`config.mk`:
```
export PLATFORM = sky130hd
export DESIGN_NAME = l0_skew_buffer
export DESIGN_NICKNAME = d
export VERILOG_FILES = /design/src/rtl/l0_skew_buffer.sv
export SDC_FILE = /design/constraint.sdc
export NUM_CORES = 1
export LEC_CHECK = 0
export ABC_CLOCK_PERIOD_IN_PS = 9900
export BUFFER_PORTS_ARGS = -buffer_cell sky130_fd_sc_hd__buf_2
export CORE_ASPECT_RATIO = 1.4
export CORE_MARGIN = 1
export CORE_UTILIZATION = 45
export DETAILED_ROUTE_END_ITERATION = 12
export GPL_ROUTABILITY_DRIVEN = 0
export PLACE_DENSITY = 0.62
export SETUP_SLACK_MARGIN = 0.15
export SYNTH_ARGS = -nofsm -noshare
export SYNTH_HDL_FRONTEND = slang
export SYNTH_SLANG_ARGS = --single-unit
export TNS_END_PERCENT = 30
```
`constraint.sdc`:
```
create_clock -name clk -period 9.9 [get_ports clk]
set_input_delay 1.485 -clock clk [delete_from_list [all_inputs] [get_ports clk]]
set_output_delay 1.485 -clock clk [all_outputs]
set_load 0.02 [all_outputs]
```
`src/rtl/l0_skew_buffer.sv`:
```
// l0_skew_buffer: input-side staging buffer for the systolic MAC array.
//
// Holds one FIFO per array row. A write pushes one slice into every row on
// the same edge; a read launches a skewed drain in which row i pops i cycles
// after row 0. The result is the diagonal wavefront that the west-edge
// inputs of the mac_tile rows expect.
//
// Ports:
//   clk      - single clock, all state on the rising edge
//   reset    - asynchronous, active-high
//   in       - row*bw write vector, slice i = in[bw*(i+1)-1 : bw*i]
//   wr       - write request (dropped while o_full)
//   rd       - read request (dropped while o_empty), starts one skewed drain
//   out      - registered read data, same slicing as in
//   o_valid  - bit i high for the cycle slice i holds a freshly popped word
//   o_full   - a write this cycle is not accepted
//   o_empty  - a read this cycle is not accepted

// l0_skew_row: one row FIFO with registered read port.
//
// Ports:
//   clk, reset - as top
//   push       - accepted write for this row
//   pop        - pop this row on this edge
//   din        - slice to write
//   dout       - last popped word (held between pops)
//   pop_vld    - one-cycle strobe marking a fresh word on dout
//   count      - occupancy, 0..depth
module l0_skew_row #(
    parameter int bw      = 4,
    parameter int depth   = 16,
    parameter int addr_bw = 4
) (
    input  logic              clk,
    input  logic              reset,
    input  logic              push,
    input  logic              pop,
    input  logic [bw-1:0]     din,
    output logic [bw-1:0]     dout,
    output logic              pop_vld,
    output logic [addr_bw:0]  count
);

    logic [bw-1:0]      mem [depth];
    logic [addr_bw-1:0] wptr;
    logic [addr_bw-1:0] rptr;

    // Storage is deliberately left out of reset; only the pointers matter.
    always_ff @(posedge clk) begin
        if (push) begin
            mem[wptr] <= din;
        end
    end

    always_ff @(posedge clk or posedge reset) begin
        if (reset) begin
            wptr    <= '0;
            rptr    <= '0;
            count   <= '0;
            dout    <= '0;
            pop_vld <= 1'b0;
        end else begin
            pop_vld <= pop;
            if (push) begin
                wptr <= wptr + 1'b1;
            end
            if (pop) begin
                dout <= mem[rptr];
                rptr <= rptr + 1'b1;
            end
            // Push and pop together leave the occupancy unchanged.
            case ({push, pop})
                2'b10:   count <= count + 1'b1;
                2'b01:   count <= count - 1'b1;
                default: count <= count;
            endcase
        end
    end

endmodule

module l0_skew_buffer #(
    parameter int row     = 8,
    parameter int bw      = 4,
    parameter int depth   = 16,
    parameter int addr_bw = 4
) (
    input  logic              clk,
    input  logic              reset,
    input  logic [row*bw-1:0] in,
    input  logic              wr,
    input  logic              rd,
    output logic [row*bw-1:0] out,
    output logic [row-1:0]    o_valid,
    output logic              o_full,
    output logic              o_empty
);

    localparam logic [addr_bw:0] full_cnt = (addr_bw+1)'(depth);

    logic [row-1:0][addr_bw:0] cnt;
    logic [row-1:0]            row_empty;
    logic [row-1:0]            row_full;
    logic                      wr_ok;
    logic                      rd_ok;
    logic [row-1:1]            rd_q;
    logic [row-1:0]            rd_sh;

    assign wr_ok = wr & ~o_full;
    assign rd_ok = rd & ~o_empty;

    // rd_sh[0] is the read accepted this cycle; the higher bits are its
    // registered history, so row i sees the same read i cycles later.
    assign rd_sh = {rd_q, rd_ok};

    always_ff @(posedge clk or posedge reset) begin
        if (reset) begin
            rd_q <= '0;
        end else begin
            rd_q <= rd_sh[row-2:0];
        end
    end

    genvar i;
    generate
        for (i = 0; i < row; i++) begin : g_row
            l0_skew_row #(
                .bw      (bw),
                .depth   (depth),
                .addr_bw (addr_bw)
            ) u_row (
                .clk     (clk),
                .reset   (reset),
                .push    (wr_ok),
                .pop     (rd_sh[i]),
                .din     (in[bw*i +: bw]),
                .dout    (out[bw*i +: bw]),
                .pop_vld (o_valid[i]),
                .count   (cnt[i])
            );

            assign row_empty[i] = (cnt[i] == '0);
            assign row_full[i]  = (cnt[i] == full_cnt);
        end
    endgenerate

    // Writes hit all rows together and row i never pops before row i-1, so
    // occupancy is non-decreasing with row index. Row 0 is therefore empty
    // exactly when any row is empty, and the last row is full exactly when
    // any row is full; the OR-reductions equal the row-0 / last-row tests.
    assign o_empty = |row_empty;
    assign o_full  = |row_full;

endmodule

```
==> results.py, run 1 <==
metrics = {
    "run_status": {
        "status": "finished, final reports clean",
    },
    "grt": {
        "antenna_found_initial": 1,
        "use_met3": 0.02387,
        "grt_pass1_wl_mm": 86.44,
        "grt_pass1_vias": 14856,
        "met1_usage": 0.2103,
        "grt_max_degree": 83,
        "use_met2": 0.3182,
        "gr-total-overflow": 0,
        "busiest_layer": "met2",
        "grtUsageTotal": 0.1733,
    },
    "finish": {
        "antennaDiodeCount": 0,
        "fin_nets": 1798,
        "num-fill-cells": 5184,
        "fin_area_um2": 31640,
        "syn2layout_area_growth_pct": 10.67,
        "drive_gt1_frac": 0.2253,
    },
    "sta": {
        "timing.fmax_mhz": 199.6,
        "min_period_ps": 5010,
        "fin_crit_sh": 0.5061,
        "finalHoldViolCount": 0,
        "setup_tns_ps": 0,
        "slew_viol_final": 0,
        "rsz0062_at_grt": "no",
        "hold_slack_ps": 473.9,
        "slew_headroom": 0.2142,
        "setup_viol": 0,
        "worst_pin_slew_ps": 1179,
        "skew_ps": 17.83,
    },
    "synth": {
        "netlist_instances": 1649,
        "synth_top_area_cell": "edfxtp_1",
        "synth_top_area_frac": 0.5377,
        "yosys_warnings": 0,
        "synth_seq_cells": 656,
        "synth_edf_count": 512,
        "ys_async_sr_fraction": 0.2195,
        "synth_cell_types": 61,
        "syn-cell-area_um2": 28590,
        "seq_area_frac_synth": 0.6638,
        "syn_area_per_cell_um2": 17.34,
        "syn_nets": 1756,
        "ys.flop_type": "edfxtp_1",
        "yosys-top-cells-area": "edfxtp_1, dfrtp_1, mux4_2, ha_1, and4_1",
    },
    "hold_path": {
        "hold_start": "g_row[6].u_row.dout[2]",
        "hp-class": "reg2reg",
    },
    "floorplan": {
        "num_rows": 109,
        "core-area_um2": 63010,
        "die_h_um": 300.2,
        "fp.dieW_um": 215.0,
        "start_util": 0.4538,
        "io_pins": 78,
        "die_area_um2": 64560,
    },
    "clock_network": {
        "cts_root_buf": "clkbuf_16",
        "cts_hold_buf": 0,
        "cts_max_level": 2,
        "cts_tree": "yes",
        "clock-sinks": 656,
        "cts_setup_buffers": 0,
        "cts_buffers": 61,
        "cts_resized": 0,
        "clk_latency_ps": 620,
        "clkTransAtPathRegs_ps": 70,
        "clockBufferDepth": 3,
    },
    "routing": {
        "wl_mm": 54.90,
        "postRouteAntennaNets": 0,
        "vias_per_cell": 5.470,
        "wl_per_cell_um": 21.31,
        "vias": 14091,
        "drtIter0Drc": 950,
        "drc_errors": 0,
        "dr.pass1.iters": 5,
    },
    "worst_setup_path": {
        "start_kind": "register",
        "criticalPathCategory": "reg2out",
        "regToRegSetupSlack_ps": 5860,
        "crit_path_end_kind": "output port",
        "arrival_ps": 3530,
        "worstPathMaxFanout": 82,
        "worstPathRequired_ps": 8420,
        "cp-startpoint": "g_row[5].u_row.count[2]",
        "reg2reg_from": "g_row[0].u_row.count[0]",
    },
    "pwr": {
        "power_density_nw_per_um2": 316.9,
        "worst_ir_drop_vdd_v": 0.0002348,
        "power_leakage_nw": 11.25,
    },
    "placed_design": {
        "dp_hpwl_mm": 36.83,
        "io_buffers": 77,
        "post_dp_cell_area_um2": 29470,
    },
    "job": {
        "max_cap_violations": 0,
    },
}
-- where the power goes --
| part | switching, mW | internal [mW] |
|---|---|---|
| clock | 1.01 | 1.50 |
| combinational | 1.67 | 1.58 |
| sequential | 0.760 | 3.51 |
| total | 3.44 | 6.59 |
-- registers in the layout, indices dropped and copies added, names as in the netlist --
register and cells:
g_row.u_row.wptr 32, g_row.u_row.count 40, rd_q 7, g_row.u_row.dout 32, g_row.u_row.mem 512, g_row.u_row.rptr 32, g_row.u_row.pop_vld 1
-- synth_stat cells, types with 8 or more instances --
library cell / n
a21o_1: 14
a21oi_1: 32
a22oi_1: 15
and2_1: 31
and3_1: 17
and4_1: 59
and4b_1: 15
buf_2: 24
buf_4: 22
buf_6: 8
clkbuf_1: 39
dfrtp_1: 144
edfxtp_1: 512
ha_1: 70
inv_1: 42
mux2_2: 44
mux2i_1: 31
mux4_1: 8
mux4_2: 120
nand2_1: 58
nand2b_1: 11
nand3_1: 12
nand4_1: 14
nor2_1: 22
nor2b_1: 34
nor3_1: 18
nor4b_2: 11
o21ai_0: 37
o221ai_1: 9
xnor2_1: 40
xor2_1: 54
-- through the flow --
stage            util  cells  total power, mW  setup slack (ps)
6_report       0.5022   2576            10.03              4890
5_1_grt        0.5022   2576            10.64              4648
4_1_cts        0.5022   2576            10.17              4844
3_5_place_dp   0.4677   2460            7.638              4792
3_3_place_gp   0.4677   2460            7.523              5039
2_1_floorplan       -   1649            6.828              4549
-- worst paths after layout --
| check | cells after the start | end |
|---|---|---|
| min in group asynchronous | 2 | g_row[7].u_row.pop_vld |
| min reg2reg | 1 | g_row[6].u_row.dout[2] |
| max reg2reg | 13 | g_row[2].u_row.count[4] |
| max | 6 | o_full |
| min | 1 | g_row[6].u_row.dout[2] |
| max in group asynchronous | 4 | g_row[3].u_row.count[4] |
-- area by class of cell --
cell class	count	area, um^2	area share
clock buffers	90	1778	0.05619
flip-flops and latches	656	18980	0.5998
inverters	44	170.2	0.005378
repair buffers	84	437.9	0.01384
well taps	832	1041	0.03290
multi-input cells	844	8840	0.2794
clock inverters	26	397.9	0.01257
-- cell usage in the layout, fill, tap and decap left out, types with 17 or more instances in the layout --
cell type,n
clkbuf_16,63
buf_2,77
and3_1,17
mux2_2,44
and2_1,31
inv_1,41
edfxtp_1,512
ha_1,70
and4_1,59
mux2i_1,31
xnor2_1,40
o21ai_0,37
nand2_1,58
clkbuf_1,17
a21oi_1,32
nor2_1,22
mux4_2,120
xor2_1,54
dfrtp_1,144
nor2b_1,34
nor3_1,18
-- worst max-delay path: stages, from the launching register on --
cell	delay (ps)
dfrtp_1	530
nor4_4	90
a22oi_2	240
nand2_4	360
nor2_8	870
inv_2	500
buf_2	300
-- layer usage --
| layer | vias to the layer above | share of wire |
|---|---|---|
| met1 | 7293 | 0.40 |
| met4 | 0 | 0.023 |
| li1 | 6520 | - |
| met2 | 201 | 0.54 |
| met5 | - | 0 |
| met3 | 77 | 0.034 |
-- cells by family (layout without fill, tap and decap cells) --
family,after synthesis,count (layout),share of synthesized area
AO/OA/AOI/OAI,134,134,0.02989
AND/OR/NAND/NOR,334,334,0.08503
flip-flops,656,656,0.6638
buffers and inverters,149,244,0.02704
adder cells (fa/ha/maj),71,71,0.03133
multiplexers,211,211,0.1341
XOR/XNOR,94,94,0.02880
Note: power is estimated with default switching activity, not from simulation.
==> run 2, diff against run 1 <==
--- a/config.mk
+++ b/config.mk
@@ -5,7 +5,8 @@
 export SDC_FILE = /design/constraint.sdc
 export NUM_CORES = 1
 export LEC_CHECK = 0
-export ABC_CLOCK_PERIOD_IN_PS = 9900
+export ABC_AREA = 1
+export ABC_CLOCK_PERIOD_IN_PS = 5240
 export BUFFER_PORTS_ARGS = -buffer_cell sky130_fd_sc_hd__buf_2
 export CORE_ASPECT_RATIO = 1.4
 export CORE_MARGIN = 1
==> constraint.sdc (replaced) <==
create_clock -name clk -period 5.24 [get_ports clk]
set_input_delay 0.786 -clock clk [delete_from_list [all_inputs] [get_ports clk]]
set_output_delay 0.786 -clock clk [all_outputs]
set_load 0.02 [all_outputs]
==> results.py, run 2 <==
metrics = {
    "finish": {
        "instances_no_fill": 3898,
        "reg_top3": "g_row.u_row.mem: 512 flops, g_row.u_row.count: 40 flops",
        "layout_common_cells": "nand2_1, edfxtp_1, nand3_1",
        "largest-register": "g_row.u_row.mem",
        "drive_gt1_frac": 0.09399,
        "largest_register_ffs": 512,
        "final_common_cell": "nand2_1",
        "antennaDiodeCount": 0,
        "num-fill-cells": 5858,
        "post-route-util": 0.4989,
        "fin_nets": 3098,
        "syn2layout_area_growth_pct": 9.588,
        "fin_area_um2": 33210,
    },
    "placed_design": {
        "io_buffers": 77,
        "place_ws_ps": 1749,
        "post_dp_cell_area_um2": 31120,
        "placedCellCount": 3783,
        "dp_hpwl_mm": 42.47,
    },
    "grt": {
        "grt_pass1_wl_mm": 102.8,
        "grtUsageTotal": 0.1874,
        "grt_max_degree": 78,
        "grt_pass1_vias": 20334,
        "antenna_found_initial": 1,
        "gr-total-overflow": 0,
    },
    "run_status": {
        "status": "finished, final reports clean",
    },
    "clock_network": {
        "clock-sinks": 656,
        "cts_hold_buf": 0,
        "clk_latency_ps": 640,
        "cts_tree": "yes",
        "clockBufferDepth": 3,
        "cts_root_buf": "clkbuf_16",
        "clkTransAtPathRegs_ps": 70,
        "cts_buffers": 61,
        "cts_resized": 0,
        "cts_setup_buffers": 0,
        "cts_max_level": 2,
    },
    "worst_setup_path": {
        "start_kind": "register",
        "arrival_ps": 4150,
        "criticalPathCategory": "reg2reg",
        "regToRegSetupSlack_ps": 1670,
        "crit_path_end_kind": "register",
        "reg2reg_from": "g_row[7].u_row.count[1]",
        "worstPathMaxFanout": 51,
        "worstPathRequired_ps": 5820,
        "reg2regPathDepth": 16,
        "r2r-end": "g_row[6].u_row.count[4]",
    },
    "pwr": {
        "worst_ir_drop_vdd_v": 0.0003066,
        "switching_power_mw": 7.796,
        "clkPwrFrac": 0.238,
        "totalPowerFinal_mw": 19.31,
        "power.internal_mw": 11.51,
        "p_seq_frac": 0.386,
        "power_density_nw_per_um2": 581.5,
        "power_frac_comb": 0.376,
        "switching_share": 0.4037,
        "power_leakage_nw": 13.64,
    },
    "sta": {
        "setup_slack_ps": 1671,
        "rsz0062_at_grt": "no",
        "hold_slack_ps": 267.4,
        "slew_headroom": 0.2419,
        "timing.fmax_mhz": 280.2,
        "setup_viol": 0,
        "min_period_ps": 3569,
        "finalHoldViolCount": 0,
        "skew_ps": 31.08,
        "worst_pin_slew_ps": 1137,
        "fin_crit_sh": 0.6810,
        "setup_tns_ps": 0,
        "slew_viol_final": 0,
    },
    "synth": {
        "ys_async_sr_fraction": 0.2195,
        "synth_seq_cells": 656,
        "syn_area_per_cell_um2": 10.18,
        "yosys-top-cells-area": "edfxtp_1, nand2_1, dfrtp_1, nand3_1, ha_1",
        "ys.flop_type": "edfxtp_1",
        "syn_nets": 3082,
        "synth_top_area_frac": 0.5074,
        "synth_top_area_cell": "edfxtp_1",
        "synth_cell_types": 28,
        "post-synth-top-count-cell": "nand2_1",
        "synth_common_cells": "nand2_1, edfxtp_1, nand3_1",
        "yosys_warnings": 0,
        "seq_area_frac_synth": 0.6263,
        "synth_edf_count": 512,
        "netlist_instances": 2975,
        "syn-cell-area_um2": 30300,
    },
    "floorplan": {
        "fp.dieW_um": 221.3,
        "io_pins": 78,
        "die_h_um": 309.0,
        "num_rows": 112,
        "start_util": 0.4552,
        "core-area_um2": 66560,
        "die_area_um2": 68390,
    },
    "routing": {
        "dr.pass1.iters": 5,
        "postRouteAntennaNets": 0,
        "drc_errors": 0,
        "vias_per_cell": 5.154,
        "drtIter0Drc": 1309,
        "wl_mm": 63.68,
        "vias": 20090,
        "wl_per_cell_um": 16.34,
    },
    "job": {
        "max_cap_violations": 0,
    },
    "hold_path": {
        "hp-class": "in2async",
    },
}
-- run 2: changes by cell type after synthesis, moves of 59 or more --
cell,change
and4_1,-59
inv_1,+144
mux4_2,-120
nand2_1,+1084
nand3_1,+417
nor2_1,+64
nor2_4,+74
-- run 2: worst max-delay path, stage by stage (launching register included) --
cell and delay, ps:
dfrtp_1 430, nor2_1 180, nand3_1 90, nand2_1 110, nor2_4 30, buf_4 260
nand3_4 380, buf_4 850, ha_1 350, a21oi_1 120, nor2_1 190, nand2_1 110
nand2_1 90, nand2_1 70, nand2_1 60, nand2_1 50, nand2_1 50
-- run 2: power groups by stage --
stage | Sequential [mW] | Combinational, mW | Clock [mW]
3_5_place_dp | 7.55 | 7.27 | 0
4_1_cts | 7.46 | 7.30 | 4.70
6_report | 7.46 | 7.26 | 4.59
3_3_place_gp | 7.52 | 7.03 | 0
2_1_floorplan | 7.18 | 5.91 | 0
5_1_grt | 7.59 | 8.22 | 4.88
-- run 2: cells by family (layout without fill, tap and decap cells) --
logic type	count (synthesis)	count (layout)	synth area share
AOI/OAI and AO/OA	42	42	0.008011
xor gates and xnor gates	73	73	0.02110
adders and majority gates	71	71	0.02957
buffers and inverters	335	403	0.04992
DFF	656	656	0.6263
and+or+nand+nor	1798	1798	0.2651
-- run 2: layout make-up --
class | count | area [um^2] | share of cell area
Clock buffer | 72 | 1630 | 0.04910
Clock inverter | 43 | 455.4 | 0.01372
Inverter | 193 | 729.5 | 0.02197
Multi-Input combinational cell | 1984 | 9809 | 0.2954
Sequential cell | 656 | 18980 | 0.5715
Tap cell | 855 | 1070 | 0.03222
Timing Repair Buffer | 95 | 533.0 | 0.01605
-- run 2: how the worst max path moves through the flow --
stage,from,end,slack [ps],cells after the start
3_5_place_dp,g_row[4].u_row.count[0],g_row[6].u_row.count[4],1750,16
2_1_floorplan,reset,g_row[0].u_row.count[0],590,1
3_3_place_gp,g_row[4].u_row.count[1],g_row[6].u_row.count[4],1880,15
6_report,g_row[7].u_row.count[1],g_row[6].u_row.count[4],1670,16
5_1_grt,g_row[6].u_row.count[1],g_row[6].u_row.count[4],1380,16
4_1_cts,g_row[6].u_row.count[1],g_row[6].u_row.count[4],1740,16
-- run 2: layer usage --
metal / vias up / part of all wire / track usage
li1: 9835 / - / -
met1: 9714 / 0.39 / 0.2068
met2: 433 / 0.54 / 0.3634
met3: 106 / 0.040 / 0.02755
met4: 2 / 0.028 / 0.06505
met5: - / 0.00027 / 0
